**src/rtl/decoder_pkg.sv**
```systemverilog
// ----------------------------------------------------------------------------
// decoder_pkg
//   Shared types and the decode function for decoder_pipe.
//   - mode_e    : MODE_ONEHOT (0) sets a single line, MODE_THERM (1) sets
//                 every line from 0 up to and including the select.
//   - STAT_W    : width of the optional delivered-word/error counters.
//   - DEC_MAX_W : widest decode the function supports. NUM_OUT must not
//                 exceed this value.
//   - decode()  : returns {word[DEC_MAX_W-1:0], err}. The err flag sits in
//                 bit 0 so a caller can size-cast the result down to
//                 NUM_OUT+1 bits and keep exactly {word[NUM_OUT-1:0], err}.
// ----------------------------------------------------------------------------
package decoder_pkg;

    typedef enum logic {
        MODE_ONEHOT = 1'b0,
        MODE_THERM  = 1'b1
    } mode_e;

    localparam int STAT_W    = 16;
    localparam int DEC_MAX_W = 256;

    // Out-of-range selects produce an all-zero word with err set. Lines at or
    // above num_out are always zero, so truncating the result is lossless.
    function automatic logic [DEC_MAX_W:0] decode(
        input logic [31:0] sel,
        input mode_e       mode,
        input int          num_out
    );
        logic [DEC_MAX_W:0] res;
        res = '0;
        if (sel >= unsigned'(num_out)) begin
            res[0] = 1'b1;
        end else begin
            for (int i = 0; i < DEC_MAX_W; i++) begin
                if (i < num_out) begin
                    if (mode == MODE_THERM) begin
                        res[i+1] = (unsigned'(i) <= sel);
                    end else begin
                        res[i+1] = (unsigned'(i) == sel);
                    end
                end
            end
        end
        return res;
    endfunction

endpackage

```
**src/rtl/decoder_skid.sv**
```systemverilog
// ----------------------------------------------------------------------------
// decoder_skid
//   Generic 2-entry valid/ready buffer (FIFO order). Entry p0 is always the
//   head shown on the output; entry p1 only holds a word while p0 is
//   occupied. in_ready depends only on registered state and rst_n, so there
//   is no combinational in_valid -> in_ready or out_ready -> in_ready path.
//   Data registers carry no reset; only the occupancy flags are reset.
// Ports
//   clk, rst_n            : clock, synchronous active-low reset
//   in_valid/in_ready     : upstream handshake, in_data payload
//   out_valid/out_ready   : downstream handshake, out_data payload (head)
// ----------------------------------------------------------------------------
module decoder_skid #(
    parameter int DATA_W = 9
) (
    input  logic              clk,
    input  logic              rst_n,
    input  logic              in_valid,
    output logic              in_ready,
    input  logic [DATA_W-1:0] in_data,
    output logic              out_valid,
    input  logic              out_ready,
    output logic [DATA_W-1:0] out_data
);

    logic              vld_p0;
    logic              vld_p1;
    logic [DATA_W-1:0] data_p0;
    logic [DATA_W-1:0] data_p1;
    logic              push;
    logic              pop;

    assign in_ready  = rst_n && !vld_p1;
    assign out_valid = vld_p0;
    assign out_data  = data_p0;
    assign push      = in_valid && in_ready;
    assign pop       = vld_p0 && out_ready;

    // Occupancy: empty -> p0 only -> p0 and p1
    always_ff @(posedge clk) begin
        if (!rst_n) begin
            vld_p0 <= 1'b0;
            vld_p1 <= 1'b0;
        end else if (vld_p1) begin
            // Full: no push is possible, a pop moves p1 into the head.
            if (pop) begin
                vld_p1 <= 1'b0;
            end
        end else if (vld_p0) begin
            if (push && !pop) begin
                vld_p1 <= 1'b1;
            end else if (!push && pop) begin
                vld_p0 <= 1'b0;
            end
        end else if (push) begin
            vld_p0 <= 1'b1;
        end
    end

    // Payload movement mirrors the occupancy cases above
    always_ff @(posedge clk) begin
        if (vld_p1) begin
            if (pop) begin
                data_p0 <= data_p1;
            end
        end else if (vld_p0) begin
            if (push && pop) begin
                data_p0 <= in_data;
            end else if (push) begin
                data_p1 <= in_data;
            end
        end else if (push) begin
            data_p0 <= in_data;
        end
    end

endmodule

```
**src/rtl/decoder_pipe.sv**
```systemverilog
// ----------------------------------------------------------------------------
// decoder_pipe
//   Registered binary to one-hot / thermometer decoder with valid/ready on
//   both sides. Datapath: combinational decode -> 2-entry skid buffer ->
//   optional ACTIVE_LOW inversion of the word (never of out_err).
//   When the buffer is empty the word shows the idle level and out_err=0.
// Parameters
//   NUM_OUT    : number of output lines (2..DEC_MAX_W)
//   ACTIVE_LOW : 1 inverts out (idle level all-ones)
// Ports
//   clk, rst_n              : clock, synchronous active-low reset
//   in_valid/in_ready       : input handshake, in_sel (binary), in_mode
//   out_valid/out_ready     : output handshake, out (word), out_err
//   stat_words/stat_errs    : saturating counters of delivered words and of
//                             delivered words with out_err set; present only
//                             when DECODER_PIPE_STATS_EN is defined
// ----------------------------------------------------------------------------
module decoder_pipe
    import decoder_pkg::*;
#(
    parameter int  NUM_OUT    = 8,
    parameter int  ACTIVE_LOW = 0,
    localparam int SEL_W      = $clog2(NUM_OUT)
) (
    input  logic               clk,
    input  logic               rst_n,
    input  logic               in_valid,
    output logic               in_ready,
    input  logic [SEL_W-1:0]   in_sel,
    input  mode_e              in_mode,
    output logic               out_valid,
    input  logic               out_ready,
    output logic [NUM_OUT-1:0] out,
    output logic               out_err
`ifdef DECODER_PIPE_STATS_EN
    ,
    output logic [STAT_W-1:0]  stat_words,
    output logic [STAT_W-1:0]  stat_errs
`endif
);

    localparam int PAY_W = NUM_OUT + 1;

    logic [PAY_W-1:0]   dec_p0;
    logic [PAY_W-1:0]   buf_data;
    logic               buf_valid;
    logic [NUM_OUT-1:0] word;

    // Stage p0: decode, payload = {word, err}
    assign dec_p0 = PAY_W'(decode(32'(in_sel), in_mode, NUM_OUT));

    decoder_skid #(
        .DATA_W (PAY_W)
    ) u_skid (
        .clk       (clk),
        .rst_n     (rst_n),
        .in_valid  (in_valid),
        .in_ready  (in_ready),
        .in_data   (dec_p0),
        .out_valid (buf_valid),
        .out_ready (out_ready),
        .out_data  (buf_data)
    );

    // Stage p1: buffered head, forced to idle when nothing is held
    assign word      = buf_valid ? buf_data[PAY_W-1:1] : '0;
    assign out       = (ACTIVE_LOW != 0) ? ~word : word;
    assign out_err   = buf_valid && buf_data[0];
    assign out_valid = buf_valid;

`ifdef DECODER_PIPE_STATS_EN
    logic xfer;
    assign xfer = out_valid && out_ready;

    always_ff @(posedge clk) begin
        if (!rst_n) begin
            stat_words <= '0;
            stat_errs  <= '0;
        end else if (xfer) begin
            if (stat_words != '1) begin
                stat_words <= stat_words + 1'b1;
            end
            if (out_err && (stat_errs != '1)) begin
                stat_errs <= stat_errs + 1'b1;
            end
        end
    end
`endif

endmodule

```
**config.mk**
```make
export PLATFORM = sky130hd
export DESIGN_NAME = decoder_pipe
export DESIGN_NICKNAME = d
export VERILOG_FILES = /design/src/rtl/decoder_pkg.sv /design/src/rtl/decoder_skid.sv /design/src/rtl/decoder_pipe.sv
export SDC_FILE = /design/constraint.sdc
export NUM_CORES = 1
export LEC_CHECK = 0
export CAP_MARGIN = 5
export CORE_UTILIZATION = 51
export DETAILED_ROUTE_END_ITERATION = 8
export HOLD_SLACK_MARGIN = 0.12
export PLACE_DENSITY_LB_ADDON = 0.1
export SYNTH_ARGS = -nofsm -noshare
export SYNTH_HDL_FRONTEND = slang
export SYNTH_SLANG_ARGS = --single-unit
export TNS_END_PERCENT = 10
```
**constraint.sdc**
```tcl
create_clock -name clk -period 3 [get_ports clk]
set_input_delay 0.9 -clock clk [delete_from_list [all_inputs] [get_ports clk]]
set_output_delay 0.9 -clock clk [all_outputs]
set_load 0.005 [all_outputs]
```
* Word-level counts from Yosys, hierarchy flattened
Index checks and enable logic that the tools add are counted.
Storage, ports and cells: logic and storage cells 58, output and inout bits 11, register bits after elaboration 19
Cells by class: muxes and demuxes 22, magnitude comparators 7, equality and inequality tests 9, reductions and logical operators 14, bitwise operators 2
Operators with widths (number):
- 9-bit two-way mux | 5
- 1-bit two-way mux | 16
- 3-bit equality test (first input constant) | 4
- 3-bit less-or-equal comparator (first input constant) | 4
- 8-bit two-way mux | 1
- 1-bit logical AND | 7
- 2-bit by 3-bit equality test with 1-bit output (first input constant) | 2
- 2-bit by 3-bit less-or-equal comparator with 1-bit output (first input constant) | 2
- 4-bit AND reduction | 1
- 1-bit by 3-bit equality test with 1-bit output (first input constant) | 1
- 1-bit by 3-bit less-or-equal comparator with 1-bit output (first input constant) | 1
- 1-bit zero test | 3
- 3-bit zero test | 1
- 3-bit inequality test (second input constant) | 1
- 3-bit AND reduction | 1
- 3-bit nonzero test | 1
- 2-bit inequality test (second input constant) | 1
- 1-bit NOT | 2

* Depth between registers and ports, before layout
Gate-level depths: netlist of run 1.
depth after elaboration 8, mapped depth 3, gate-level depth less buffers 3

* Cells and area by module
Synthesis of run 1 repeated with hierarchy kept, for this count alone.
Unflattened totals: cell total of the unflattened synthesis 68, area, all modules 987.2 um^2
Modules (own cells, without submodules):
- decoder_skid | instances 1, area each 795.8 um^2, cells an instance 40
- decoder_pipe | instances 1, area each 191.4 um^2, cells an instance 28

* Worst setup path before layout of run 1
Ideal clock, no wire load.
path type input-to-output, from input port rst_n, to output port in_ready, slack 1.015 ns, required time 2.100 ns, stages 1, buffers on the path 0, arrival 1.085 ns, path through nor2b_1
On the way: cells in the longest elaborated chain, start to end 1
Ends and longest elaborated chain:
- start, declared | RTL line decoder_pipe.sv:26 | input logic rst_n,
- 1-bit logical AND | RTL line decoder_skid.sv:33 | assign in_ready = rst_n && !vld_p1;
- end, declared | RTL line decoder_pipe.sv:28 | output logic in_ready,
No other way between the ends.

* Worst setup path in the final report of run 1
Ends and elaborated chain as after synthesis.

==> results of run 1 <==
==> metrics by stage <==
stage               utilization, %  power [mW]  cell area (µm²)  instances
detailed placement            68.5       0.370             1040        102
global route                  71.3       0.536             1090        106
global placement              68.5       0.367             1040        102
CTS                           70.9       0.517             1080        106
finish                        71.3       0.516             1090        106
floorplan                        -       0.332              847         69
==> how the worst min path moves through the flow <==
stage | to | cells after the start | slack [ns]
2_1_floorplan | u_skid.out_data[8] | 2 | 0.50
3_3_place_gp | u_skid.out_data[8] | 2 | 0.53
3_5_place_dp | u_skid.out_data[8] | 2 | 0.52
4_1_cts | u_skid.out_data[8] | 2 | 0.55
5_1_grt | u_skid.out_data[3] | 1 | 0.57
6_report | u_skid.out_data[8] | 2 | 0.54
==> cell type report <==
cell class                 count  area [µm²]
fill                         111         437
inverter                       3        11.3
multi-input combinational     45         307
clock buffer                   4        36.3
tap                           16        20.0
timing repair buffer          20         193
sequential                    18         520
==> power by group through the flow <==
stage | Combinational (mW) | Sequential [mW] | Clock, mW
final | 0.0744 | 0.291 | 0.150
after global routing | 0.0821 | 0.293 | 0.162
after CTS | 0.0743 | 0.291 | 0.152
after detailed placement | 0.0739 | 0.296 | 0
after global placement | 0.0715 | 0.296 | 0
after floorplan | 0.0376 | 0.294 | 0
==> worst reg2reg max path, delay by kind of cell, from the launching register on <==
family           cells  cell delay, ns
and+or+nand+nor      2            0.62
DFF                  1            0.54
==> cell usage in the layout (no fill, tap or decap), drive strengths merged, types with 3 or more instances in the layout <==
cell type       n
and2            8
clkdlybuf4s50  17
clkbuf          4
buf             3
nor2b           3
inv             3
nor2            5
a21oi           3
edfxtp         16
nand2           6
mux2            7
==> timing repair <==
action,CTS,global route
endpoints found under the hold margin,0,0
setup endpoints to repair,0,1
resized for setup,0,2
==> flip-flops by register name, summed over array words and instances (netlist names) <==
signal,flops
u_skid.out_data,8
u_skid.out_valid,1
u_skid.data_p1,8
u_skid.vld_p1,1
==> logic make-up (layout without fill, tap and decap cells) <==
group / after synthesis / after routing / share of synthesized area, %
and+or+nand+nor: 25 / 25 / 15.8
buffers and inverters: 6 / 27 / 3.25
DFF: 18 / 18 / 61.4
other: 1 / 1 / 0.443
AOI/OAI and AO/OA: 10 / 10 / 7.39
muxes: 9 / 9 / 11.7
==> routing by layer <==
metal	part of all wire, %	vias to the layer above	global-route usage [%]
li1	-	281	-
met1	48	240	22.7
met2	45	18	26.1
met3	3.9	5	2.55
met4	2.6	0	11.3
met5	0	-	0
==> flow_summary_export.csv, run 1 <==
group,metric,value,unit
setup_path,path_buf_inv,2,
setup_path,reg2reg_depth,2,
sta,finalSetupViolations,0,
route,vias_per_cell,5.13,
setup_path,critical_path_required,2.10,ns
logic_synthesis,yosysTopAreaCellShare,56.7,%
sta,rsz0062_at_grt,"no",
logic_synthesis,syn_inst,69,
setup_path,end_kind,"output port",
floorplanning,die_h,42.8,µm
setup_path,crit_start,"rst_n",
hold_path,min_from,"u_skid.data_p1[8]",
logic_synthesis,yosysTopAreaCell,"edfxtp_1",
finish,fin_nets,99,
logic_synthesis,yosysSeqAreaShare,61.4,%
sta,fin_tns_setup,0,ns
place,port_buffers,17,
global_route,grt_pass1_wl,2.26,mm
clocking,cts_made_buffers,3,
finish,diodes,0,
sta,hold_viol_final,0,
logic_synthesis,syn_avg_cell_area,12.3,µm²
power,pwr-share-clk,29.2,%
logic_synthesis,netlist-cell-type-count,25,
clocking,cts_root_buffer,"clkbuf_4",
route,via_count,544,
setup_path,reg2reg_from,"u_skid.out_valid",
sta,fmax,338,MHz
power,p_comb_share,14.4,%
logic_synthesis,ys_seq_elements,18,
setup_path,cp_num_cells,3,
route,wl_per_cell,12.9,µm
logic_synthesis,syn_nets,77,
sta,fin_skew,0.00120,ns
logic_synthesis,synth_edf_count,16,
power,irDropWorstVdd,0.310,mV
floorplanning,start_util,55.6,%
place,dp_hpwl,986,µm
setup_path,crit_family,"buffers and inverters",
place,place_congestion,0.716,
route,drc,0,
logic_synthesis,netlist_area,847,µm²
route,drtAntennaViolNets,0,
logic_synthesis,synthFlopType,"edfxtp_1",
power,swShare,21.8,%
clocking,clk-insertion-delay-late,0.30,ns
floorplanning,die_w,42.8,µm
sta,worst_slack,0.0455,ns
run_status,status,"finished clean",
job,drv_cap,0,
setup_path,r2r_slack,1.51,ns
logic_synthesis,synthArstFlopShare,0,%
clocking,ctsHoldBuffers,0,
setup_path,setup.worst_path.start_class,"input pin",
power,p_int,403,µW
floorplanning,num_io_pins,19,
logic_synthesis,synth_common_cells,"16 x edfxtp_1, 8 x and2_1, 7 x mux2_2",
power,p_seq_share,56.4,%
logic_synthesis,synth_warnings,0,
finish,synthToLayoutAreaGrowth,28.4,%
setup_path,cp-endpoint,"in_ready",
finish,drive_gt1_share,18.9,%
power,power.density,474,nW/µm²
logic_synthesis,synth_area_leaders,"edfxtp_1 57%, mux2_2 9.3%, and2_1 5.9%, dfxtp_1 4.7%, nand2_1 2.7%",
sta,period_share,98.5,%
floorplanning,coreArea,1520,µm²
clocking,clock_path_buffers,2,
power,p_leak,0.414,nW
sta,slew_viol_final,0,
sta,fin_worst_hold_slack,0.542,ns
sta,period_needed,2.95,ns
clocking,cts_sinks,18,
logic_synthesis,yosysMostFrequentCell,"edfxtp_1",
global_route,gr-usage-all-layers,17.1,%
place,place_ws,0.00745,ns
setup_path,critPathKind,"in -> out",
setup_path,slowest_delay,0.50,ns
route,drt_iter0_markers,15,
global_route,antenna_found_initial,0,
setup_path,r2r_end,"u_skid.data_p1[8]",
global_route,grt_pass1_vias,525,
setup_path,crit_chain,"clkdlybuf4s50_1 > nor2b_4 > clkdlybuf4s50_1",
route,drtPass1Iterations,4,
clocking,path_clk_slew,0.10,ns
clocking,cts_tree,"done",
setup_path,crit_slowest_cell,"clkdlybuf4s50_1",
setup_path,worst-path-max-fanout,3,
setup_path,cp.arrival,2.05,ns
power,p_sw,112,µW
global_route,grt_max_degree,15,
floorplanning,dieArea,1830,µm²
clocking,htree_levels,1,
global_route,grt.overflow.total,0,
floorplanning,rows,14,
setup_path,cp_common_cell,"clkdlybuf4s50_1",
route,wl,1.37,mm
hold_path,hp-class,"reg -> reg",
clocking,post_cts_buffers,0,
Power figures use the tool's default switching activity.
==> run 2, diff against run 1 <==
SKIP_CTS_REPAIR_TIMING = 1   (was not set)
==> results of run 2 <==
Final layout, timing and power as in run 1 (identical DEF).
==> run 3, diff against run 2 <==
CTS_BUF_LIST = sky130_fd_sc_hd__clkbuf_4 sky130_fd_sc_hd__clkbuf_8   (was not set)
clock period = 3.09 ns   (was 3 ns; I/O delays follow)
==> flow_summary_export.csv, run 3 (synthesis gave the netlist of run 1 again) <==
group,metric,value,unit
floorplanning,start_util,55.6,%
global_route,grt_pass1_vias,508,
route,wl_met1,637,µm
sta,fin_worst_hold_slack,0.561,ns
hold_path,min_to,"u_skid.out_data[3]",
setup_path,r2r_end,"u_skid.out_data[5]",
global_route,grt.overflow.total,0,
sta,finalSetupViolations,0,
job,drv_cap,0,
setup_path,worst-path-max-fanout,3,
setup_path,slowest_delay,0.51,ns
sta,worst_slack,0.0334,ns
setup_path,crit_chain,"clkdlybuf4s50_1 > nor2b_2 > clkdlybuf4s50_1",
route,drt_iter0_markers,8,
clocking,clock_path_buffers,2,
route,vias_per_cell,5.41,
clocking,cts_root_buffer,"clkbuf_4",
place,port_buffers,17,
finish,multi_input_area,302,µm²
setup_path,critPathKind,"in -> out",
global_route,grt_pass1_wl,2.27,mm
finish,fin_nets,98,
route,wl_per_cell,13.1,µm
route,drtAntennaViolNets,0,
hold_path,min_from,"u_skid.data_p1[3]",
setup_path,r2r_slack,1.54,ns
place,place_congestion,0.717,
route,top_layer_used,"met4",
finish,post-route-util,70.1,%
sta,hold_viol_final,0,
setup_path,cp.arrival,2.13,ns
floorplanning,die_w,42.8,µm
clocking,cts_sinks,18,
power,p_leak,0.401,nW
setup_path,cp_common_cell,"clkdlybuf4s50_1",
floorplanning,num_io_pins,19,
power,power.density,452,nW/µm²
route,drc,0,
finish,drive_gt1_share,18.0,%
hold_path,hp-class,"reg -> reg",
place,dp_hpwl,1.01,mm
route,wl,1.38,mm
floorplanning,rows,14,
sta,period_needed,3.06,ns
setup_path,crit_start,"rst_n",
clocking,cts_tree,"done",
sta,slew_viol_final,0,
floorplanning,die_h,42.8,µm
clocking,clk-insertion-delay-late,0.29,ns
sta,max-slew-margin-rel,64.0,%
floorplanning,dieArea,1830,µm²
setup_path,setup.worst_path.start_class,"input pin",
floorplanning,coreArea,1520,µm²
finish,synthToLayoutAreaGrowth,26.1,%
route,via_count,568,
setup_path,reg2reg_from,"u_skid.vld_p1",
global_route,antenna_found_initial,0,
route,wl_met3,69,µm
finish,final_cell_mix,"17 x clkdlybuf4s50_1, 16 x edfxtp_1, 8 x and2_1",
setup_path,reg2reg_depth,5,
place,dp_cells,101,
clocking,cts_made_buffers,3,
sta,fin_tns_setup,0,ns
finish,final_common_cell,"clkdlybuf4s50_1",
global_route,grt_max_degree,15,
power,irDropWorstVdd,0.256,mV
setup_path,end_kind,"output port",
hold_path,min_delay_path_depth,1,
run_status,status,"finished clean",
setup_path,crit_slowest_cell,"clkdlybuf4s50_1",
place,place_ws,0.0283,ns
route,route.met2.wl,660,µm
finish,fin_cells,105,
global_route,gr-usage-all-layers,17.1,%
route,drtPass1Iterations,4,
finish,diodes,0,
finish,fill_cells,122,
sta,worst_pin_slew,0.539,ns
clocking,path_clk_slew,0.10,ns
sta,period_share,98.9,%
setup_path,critical_path_required,2.16,ns
sta,fmax,327,MHz
finish,final-seq-area,520,µm²
sta,rsz0062_at_grt,"no",
clocking,htree_levels,1,
sta,fin_skew,0.000998,ns
==> run 3: metal layers <==
metal / global-route usage [%] / vias to the layer above
met5: 0 / -
met4: 8.75 / 0
met3: 2.98 / 2
met2: 27.6 / 25
met1: 21.9 / 262
li1: - / 279
==> run 3: per-stage QoR <==
step	total power, mW	area [µm²]
2_1_floorplan	0.322	847
3_3_place_gp	0.355	1040
3_5_place_dp	0.358	1040
4_1_cts	0.483	1070
5_1_grt	0.503	1070
6_report	0.483	1070
==> run 3: final cells by class <==
class,count,area share [%]
tap,16,1.87
clock buffer,4,2.81
sequential,18,48.7
inverter,3,1.05
multi-input combinational,45,28.2
timing repair buffer,19,17.3
==> run 3: report_power, final <==
| group | total [mW] | switching, mW | internal, mW |
|---|---|---|---|
| clock | 0.130 | 0.0710 | 0.0590 |
| sequential | 0.285 | 0.00784 | 0.277 |
| combinational | 0.0679 | 0.0273 | 0.0406 |
==> run 3: how the worst max path moves through the flow <==
stage	depth (start not counted)	to
after global routing	3	in_ready
final	3	in_ready
after CTS	3	in_ready
after floorplan	1	in_ready
after detailed placement	3	in_ready
after global placement	3	in_ready
==> run 3: worst max-delay path, delay by kind of cell <==
family / cells / cell delay [ns]
and+or+nand+nor: 1 / 0.19
buffers and inverters: 2 / 1.01
